**config.mk**
```make
export PLATFORM = sky130hd
export DESIGN_NAME = seq_divider
export DESIGN_NICKNAME = d
export VERILOG_FILES = /design/src/rtl/div_pkg.sv /design/src/rtl/div_step.sv /design/src/rtl/seq_divider.sv
export SDC_FILE = /design/constraint.sdc
export NUM_CORES = 1
export LEC_CHECK = 0
export CORE_ASPECT_RATIO = 1.75
export CORE_MARGIN = 10
export CORE_UTILIZATION = 25
export CTS_BUF_LIST = sky130_fd_sc_hd__clkbuf_4
export DETAILED_ROUTE_END_ITERATION = 16
export GPL_TIMING_DRIVEN = 0
export PLACE_DENSITY = 0.54
export SLEW_MARGIN = 10
export SYNTH_ARGS = -nofsm -noshare
export SYNTH_HDL_FRONTEND = slang
export SYNTH_SLANG_ARGS = --single-unit
```
**constraint.sdc**
```tcl
create_clock -name clk -period 4.3 [get_ports clk]
set_clock_uncertainty 0.1 [all_clocks]
set_input_delay 0.86 -clock clk [delete_from_list [all_inputs] [get_ports clk]]
set_output_delay 0.86 -clock clk [all_outputs]
set_load 0.01 [all_outputs]
```
**src/rtl/div_pkg.sv**
```systemverilog
// Shared state type, default width and sign helper for the iterative divider.
// abs_val exists only when SIGNED_DIV_EN is defined.
package div_pkg;

  localparam int DEF_WIDTH = 32;
  localparam int MAX_W     = 64;

  typedef enum logic [1:0] {
    IDLE = 2'd0,
    RUN  = 2'd1,
    DONE = 2'd2
  } state_t;

`ifdef SIGNED_DIV_EN
  // Callers zero-extend a WIDTH-bit value and keep the low WIDTH bits (WIDTH <= MAX_W).
  function automatic logic [MAX_W-1:0] abs_val(input logic [MAX_W-1:0] x, input logic neg);
    return neg ? (~x + 1'b1) : x;
  endfunction
`endif

endpackage

```
**src/rtl/div_step.sv**
```systemverilog
// One restoring-division iteration: shift {P,Q} left, trial-subtract the divisor, restore on borrow.
// Purely combinational, no handshake.
module div_step
  import div_pkg::*;
#(
  parameter int WIDTH = DEF_WIDTH
) (
  input  logic [WIDTH:0]   i_p,
  input  logic [WIDTH-1:0] i_q,
  input  logic [WIDTH-1:0] i_divisor,
  output logic [WIDTH:0]   o_p,
  output logic [WIDTH-1:0] o_q
);

  logic [WIDTH+1:0] w_shift_p;
  logic [WIDTH+1:0] w_trial;
  logic             w_borrow;

  // P stays below the divisor, so the extra top bit of the trial is a clean borrow-out.
  assign w_shift_p = {i_p, i_q[WIDTH-1]};
  assign w_trial   = w_shift_p - {2'b00, i_divisor};
  assign w_borrow  = w_trial[WIDTH+1];

  assign o_p = w_borrow ? w_shift_p[WIDTH:0] : w_trial[WIDTH:0];
  assign o_q = {i_q[WIDTH-2:0], ~w_borrow};

endmodule

```
**src/rtl/seq_divider.sv**
```systemverilog
// Radix-2 restoring divider: done at accept+WIDTH+1 (accept+1 on divide-by-zero); start ignored while busy.
// Define SIGNED_DIV_EN for two's-complement operands (truncating toward zero).
module seq_divider
  import div_pkg::*;
#(
  parameter  int WIDTH = DEF_WIDTH,
  localparam int CNT_W = $clog2(WIDTH + 1)
) (
  input  logic             clk,
  input  logic             rst,
  input  logic             start,
  input  logic [WIDTH-1:0] dividend,
  input  logic [WIDTH-1:0] divisor,
  output logic             busy,
  output logic             done,
  output logic [WIDTH-1:0] quotient,
  output logic [WIDTH-1:0] remainder,
  output logic             div_by_zero
);

  state_t           r_state;
  state_t           w_next_state;
  logic [CNT_W-1:0] r_cnt;
  logic [WIDTH:0]   r_p;
  logic [WIDTH-1:0] r_q;
  logic [WIDTH-1:0] r_divisor;
  logic [WIDTH-1:0] r_quotient;
  logic [WIDTH-1:0] r_remainder;
  logic             r_busy;
  logic             r_done;
  logic             r_dz;
  logic             r_dz_pend;

  logic             w_accept;
  logic             w_dz_in;
  logic [WIDTH:0]   w_p_nxt;
  logic [WIDTH-1:0] w_q_nxt;
  logic [WIDTH-1:0] w_dvd_mag;
  logic [WIDTH-1:0] w_dvs_mag;
  logic [WIDTH-1:0] w_quot;
  logic [WIDTH-1:0] w_rem;

  assign w_dz_in = (divisor == '0);

`ifdef SIGNED_DIV_EN
  logic             r_neg_q;
  logic             r_neg_r;
  logic [MAX_W-1:0] w_dvd_abs;
  logic [MAX_W-1:0] w_dvs_abs;

  assign w_dvd_abs = abs_val(MAX_W'(dividend), dividend[WIDTH-1]);
  assign w_dvs_abs = abs_val(MAX_W'(divisor), divisor[WIDTH-1]);
  assign w_dvd_mag = w_dvd_abs[WIDTH-1:0];
  assign w_dvs_mag = w_dvs_abs[WIDTH-1:0];
`else
  assign w_dvd_mag = dividend;
  assign w_dvs_mag = divisor;
`endif

  div_step #(.WIDTH(WIDTH)) u_step (
    .i_p      (r_p),
    .i_q      (r_q),
    .i_divisor(r_divisor),
    .o_p      (w_p_nxt),
    .o_q      (w_q_nxt)
  );

  always_ff @(posedge clk) begin
    if (rst) r_state <= IDLE;
    else     r_state <= w_next_state;
  end

  always_comb begin
    w_next_state = r_state;
    w_accept     = 1'b0;
    case (r_state)
      IDLE: begin
        if (start) begin
          w_accept     = 1'b1;
          w_next_state = w_dz_in ? DONE : RUN;
        end
      end
      RUN:     if (r_cnt == CNT_W'(1)) w_next_state = DONE;
      DONE:    w_next_state = IDLE;
      default: w_next_state = IDLE;
    endcase
  end

  // On divide-by-zero r_q carries the raw dividend straight through to the remainder.
  always_comb begin
    w_quot = r_q;
    w_rem  = r_p[WIDTH-1:0];
    if (r_dz_pend) begin
      w_quot = '1;
      w_rem  = r_q;
    end
`ifdef SIGNED_DIV_EN
    else begin
      if (r_neg_q) w_quot = ~r_q + 1'b1;
      if (r_neg_r) w_rem  = ~r_p[WIDTH-1:0] + 1'b1;
    end
`endif
  end

  always_ff @(posedge clk) begin
    if (rst) begin
      r_cnt       <= '0;
      r_p         <= '0;
      r_q         <= '0;
      r_divisor   <= '0;
      r_quotient  <= '0;
      r_remainder <= '0;
      r_busy      <= 1'b0;
      r_done      <= 1'b0;
      r_dz        <= 1'b0;
      r_dz_pend   <= 1'b0;
`ifdef SIGNED_DIV_EN
      r_neg_q     <= 1'b0;
      r_neg_r     <= 1'b0;
`endif
    end else begin
      r_done <= 1'b0;
      if (w_accept) begin
        r_busy    <= 1'b1;
        r_dz      <= 1'b0;
        r_dz_pend <= w_dz_in;
        r_p       <= '0;
        r_cnt     <= CNT_W'(WIDTH);
        r_divisor <= w_dvs_mag;
        r_q       <= w_dz_in ? dividend : w_dvd_mag;
`ifdef SIGNED_DIV_EN
        r_neg_q   <= dividend[WIDTH-1] ^ divisor[WIDTH-1];
        r_neg_r   <= dividend[WIDTH-1];
`endif
      end else if (r_state == RUN) begin
        r_p   <= w_p_nxt;
        r_q   <= w_q_nxt;
        r_cnt <= r_cnt - 1'b1;
      end else if (r_state == DONE) begin
        r_busy      <= 1'b0;
        r_done      <= 1'b1;
        r_dz        <= r_dz_pend;
        r_quotient  <= w_quot;
        r_remainder <= w_rem;
      end
    end
  end

  assign busy        = r_busy;
  assign done        = r_done;
  assign quotient    = r_quotient;
  assign remainder   = r_remainder;
  assign div_by_zero = r_dz;

endmodule

```
==> implementation parameters <==
Parameter                              Value

Synth
  Cell taking the most area after synthesis ... sky130_fd_sc_hd__dfxtp_1
  Syn avg cell area ... 7.59 um2
  Flops & latches, synth ... 173
  Ys Warns ... 0
  Number of standard cells after synthesis ... approximately 1.2k
  Synth cell types ... 57
  Area fraction of the dominant cell type after synthesis ... 0.384
  Main flop type after synthesis ... sky130_fd_sc_hd__dfxtp_1
  EDFF count, synth ... 0
  Total nets after synthesis ... 1292
  Synth Cell Area ... 0.00903 mm2
  Share of synthesized registers carrying an async set or reset ... 0
  Leading post-synthesis cells by cell area ... sky130_fd_sc_hd__dfxtp_1 (38%), sky130_fd_sc_hd__nor2_1 (8.4%), sky130_fd_sc_hd__a21oi_1 (6.9%), sky130_fd_sc_hd__nor3_1 (6.2%), sky130_fd_sc_hd__mux2i_1 (5.9%)
  Register area share after synthesis ... 0.384

Clocking
  Clock root buffer master ... sky130_fd_sc_hd__clkbuf_4
  Post-cts hold buffer count ... 0
  Post-CTS setup buffer count ... 0
  Clock tree from TritonCTS ... yes
  Post-cts repair resize count ... 0
  Htree depth ... 4
  Clk_lat worst skew ... 630 ps
  CTS sink cnt ... 173
  Maximum clock insertion buffer count ... 2
  Register clock-pin slew on the reported worst setup and hold paths ... 140 ps
  Inserted Clock Buffers ... 17

Timing
  Peak clock frequency supported by timing ... roughly 290 MHz
  Unrepaired setup endpoints after global routing ... no
  Number of setup violations in the final report ... 0
  Number of max-slew violations in the final report ... 0
  Post-layout worst setup margin ... around 800 ps
  Final hold violations ... 0
  Worst Hold Slack ... 364 ps
  Max transition margin ... 0.452
  Share of the clock period used by the worst path after layout ... 0.815
  Pin slew with the least headroom to its limit ... 822 ps
  Sum of negative setup slack ... 0 ps
  Post-route minimum period ... 3500 ps

Job
  Max_cap viols ... 0

Setup path
  CP cell instances ... inv_1, ha_1, fa_1, nor2b_1, o21ai_0, a31oi_1, a21oi_1, o21bai_1, a311o_1, nor3_1, xnor2_1, a211oi_1
  Critical-path cell with the highest stage delay ... sky130_fd_sc_hd__dfxtp_1
  Worst Reg2Reg Path Length in Cells ... 12
  Family with the most delay on the worst path ... compound AO/OA/AOI/OAI gates
  Worst Path Arrival ... between 3000 and 4000 ps
  Crit path required time ... 4740 ps
  Number of buffers and inverters on the critical path ... 1
  Maximum fanout along the worst path ... 5
  Critical Path Start Type ... register
  Register-to-register setup slack ... between 700 and 800 ps
  Delay of the slowest cell on the worst path ... 470 ps
  Start of the worst register-to-register path ... r_q[31]
  Setup crit end kind ... register
  Setup Crit Path Kind ... register to register
  Worst r2r dst ... r_p[32]

Routing
  WL/cell ... 18.1 um
  Number of design rule violations left after detail routing ... 0
  Remaining antenna violation count ... 0
  Ratio of routed vias to standard cells ... 4.80
  Detailed-route via count ... 8749
  Number of detailed-route iterations in the first pass ... 5
  Final wirelength ... 33000 um
  Number of violations reported at the end of detailed-routing iteration 0 ... about 340

Floorplanning
  Die height ... 271 um
  Area of the placeable core ... roughly 0.036 mm2
  Floorplan row count ... 92
  Chip width ... 164 um
  Effective utilization at floorplan ... 0.251
  I/O pins ... 134
  Die Outline Area ... 0.0444 mm2

Worst hold path
  Worst Min Path Start ... r_divisor[6]
  End point of the worst hold path ... r_divisor[6]
  Hold path depth ... 2
  Type of the most critical hold path ... register to register

Global routing
  Overall Global Routing Usage ... 0.146
  Initial antenna violation count ... 1
  Overflow after GRT ... 0
  Pin count of the biggest net entering global routing ... 17
  Via count of the first global-routing pass ... 8864
  Wire length of the first global-routing pass ... about 51000 um

Placement
  Routability congestion estimate from global placement ... 0.916
  IO buf count ... 132
  Placement Setup Slack ... 839 ps
  HPWL after detailed placement ... roughly 27000 um

Pwr
  Cell Pwr Density ... 411 mW/mm2
  Total power after layout ... 4600 uW
  Maximum ir drop on the vdd rail ... around 0.13 mV
  Leak pwr ... ~0.0040 uW

Final layout
  Core Util, Final ... 0.311
  Highest-count cells in the layout ignoring fill and taps ... sky130_fd_sc_hd__nor2_1 (203), sky130_fd_sc_hd__dfxtp_1 (173), sky130_fd_sc_hd__clkdlybuf4s50_1 (132), sky130_fd_sc_hd__a21oi_1 (125), sky130_fd_sc_hd__nor3_1 (111)
  Combined area of the multi-input logic cells ... 0.00497 mm2
  Most frequent standard cell in the layout excluding fill and tap cells ... sky130_fd_sc_hd__nor2_1
  Share of final-layout standard cells stronger than drive strength 1 ... 0.0347
  Fin nets ... 1443
  Sequential cell area in the final layout ... 0.00346 mm2
  Number of filler instances in the final layout ... 3909
  Area Growth Syn to Fin ... 23.8%

Outcome
  Result of the run ... finished clean
logic make-up after synthesis:
logic type	after synthesis	share of synthesized area
muxes	53	0.0588
adders and majority gates	35	0.0493
buffers and inverters	155	0.0662
DFF	173	0.384
AOI/OAI and AO/OA	259	0.173
xor gates and xnor gates	33	0.0320
and+or+nand+nor	482	0.237
sequential cells by signal, summed over array words and instances, names as in the netlist:
signal / flops
r_cnt: 6
r_dz_pend: 1
quotient: 32
r_state: 2
div_by_zero: 1
remainder: 32
r_divisor: 32
done: 1
r_p: 33
busy: 1
r_q: 32
metrics by stage:
step	instance area, um2	instances
2_1_floorplan	9030	1190
3_3_place_gp	10900	1792
3_5_place_dp	10900	1792
4_1_cts	11200	1823
5_1_grt	11200	1824
6_report	11200	1824
per-layer routing:
layer  GRT usage  share of wire  vias up
met2       0.286           0.56      211
met1       0.139           0.36     4077
met3      0.0318          0.047       60
met4      0.0647          0.035        0
li1            -              -     4401
met5           0              0        -
cell type report:
cell class	count	share of cell area
Sequential cell	173	0.310
Inverter	75	0.0252
Multi-Input combinational cell	862	0.444
Timing Repair Buffer	132	0.118
Buffer	80	0.0283
Clock buffer	18	0.0121
Clock inverter	13	0.00907
Tap cell	470	0.0526
Antenna cell	1	0.000224
power breakdown:
group          total [uW]  leakage, uW  internal [uW]  switching, uW
Sequential           1890      0.00142           1740            145
Combinational        1830      0.00250            759           1070
Clock                 877     0.000126            281            596
Total                4600      0.00404           2790           1810
cells in the mapped netlist, types with 13 or more instances:
master and number:
sky130_fd_sc_hd__nor3_1 111, sky130_fd_sc_hd__clkbuf_1 64, sky130_fd_sc_hd__o21ai_0 42, sky130_fd_sc_hd__mux2i_1 53
sky130_fd_sc_hd__a211oi_1 45, sky130_fd_sc_hd__xor2_1 13, sky130_fd_sc_hd__nand2_1 95, sky130_fd_sc_hd__ha_1 34
sky130_fd_sc_hd__nor2_1 203, sky130_fd_sc_hd__nand3_1 15, sky130_fd_sc_hd__dfxtp_1 173, sky130_fd_sc_hd__a21oi_1 125
sky130_fd_sc_hd__xnor2_1 20, sky130_fd_sc_hd__inv_1 75
worst reg2reg max path, cell delays in order (launching register included):
cell and delay, ps:
sky130_fd_sc_hd__dfxtp_1 470, sky130_fd_sc_hd__inv_1 80, sky130_fd_sc_hd__ha_1 230, sky130_fd_sc_hd__fa_1 390, sky130_fd_sc_hd__nor2b_1 250, sky130_fd_sc_hd__o21ai_0 210, sky130_fd_sc_hd__a31oi_1 450, sky130_fd_sc_hd__a21oi_1 280
sky130_fd_sc_hd__o21bai_1 300, sky130_fd_sc_hd__a311o_1 260, sky130_fd_sc_hd__nor3_1 70, sky130_fd_sc_hd__xnor2_1 130, sky130_fd_sc_hd__a211oi_1 220
how the worst max path moves through the flow:
stage	startpoint	to	slack, ps	cells past startpoint
4_1_cts	r_q[31]	r_p[24]	800	12
5_1_grt	r_q[31]	r_p[32]	530	12
6_report	r_q[31]	r_p[32]	800	12
3_3_place_gp	start	r_p[25]	840	8
2_1_floorplan	r_divisor[3]	r_p[0]	1350	12
3_5_place_dp	start	r_cnt[4]	840	8
No activity file was read; power rests on OpenSTA's default activity.
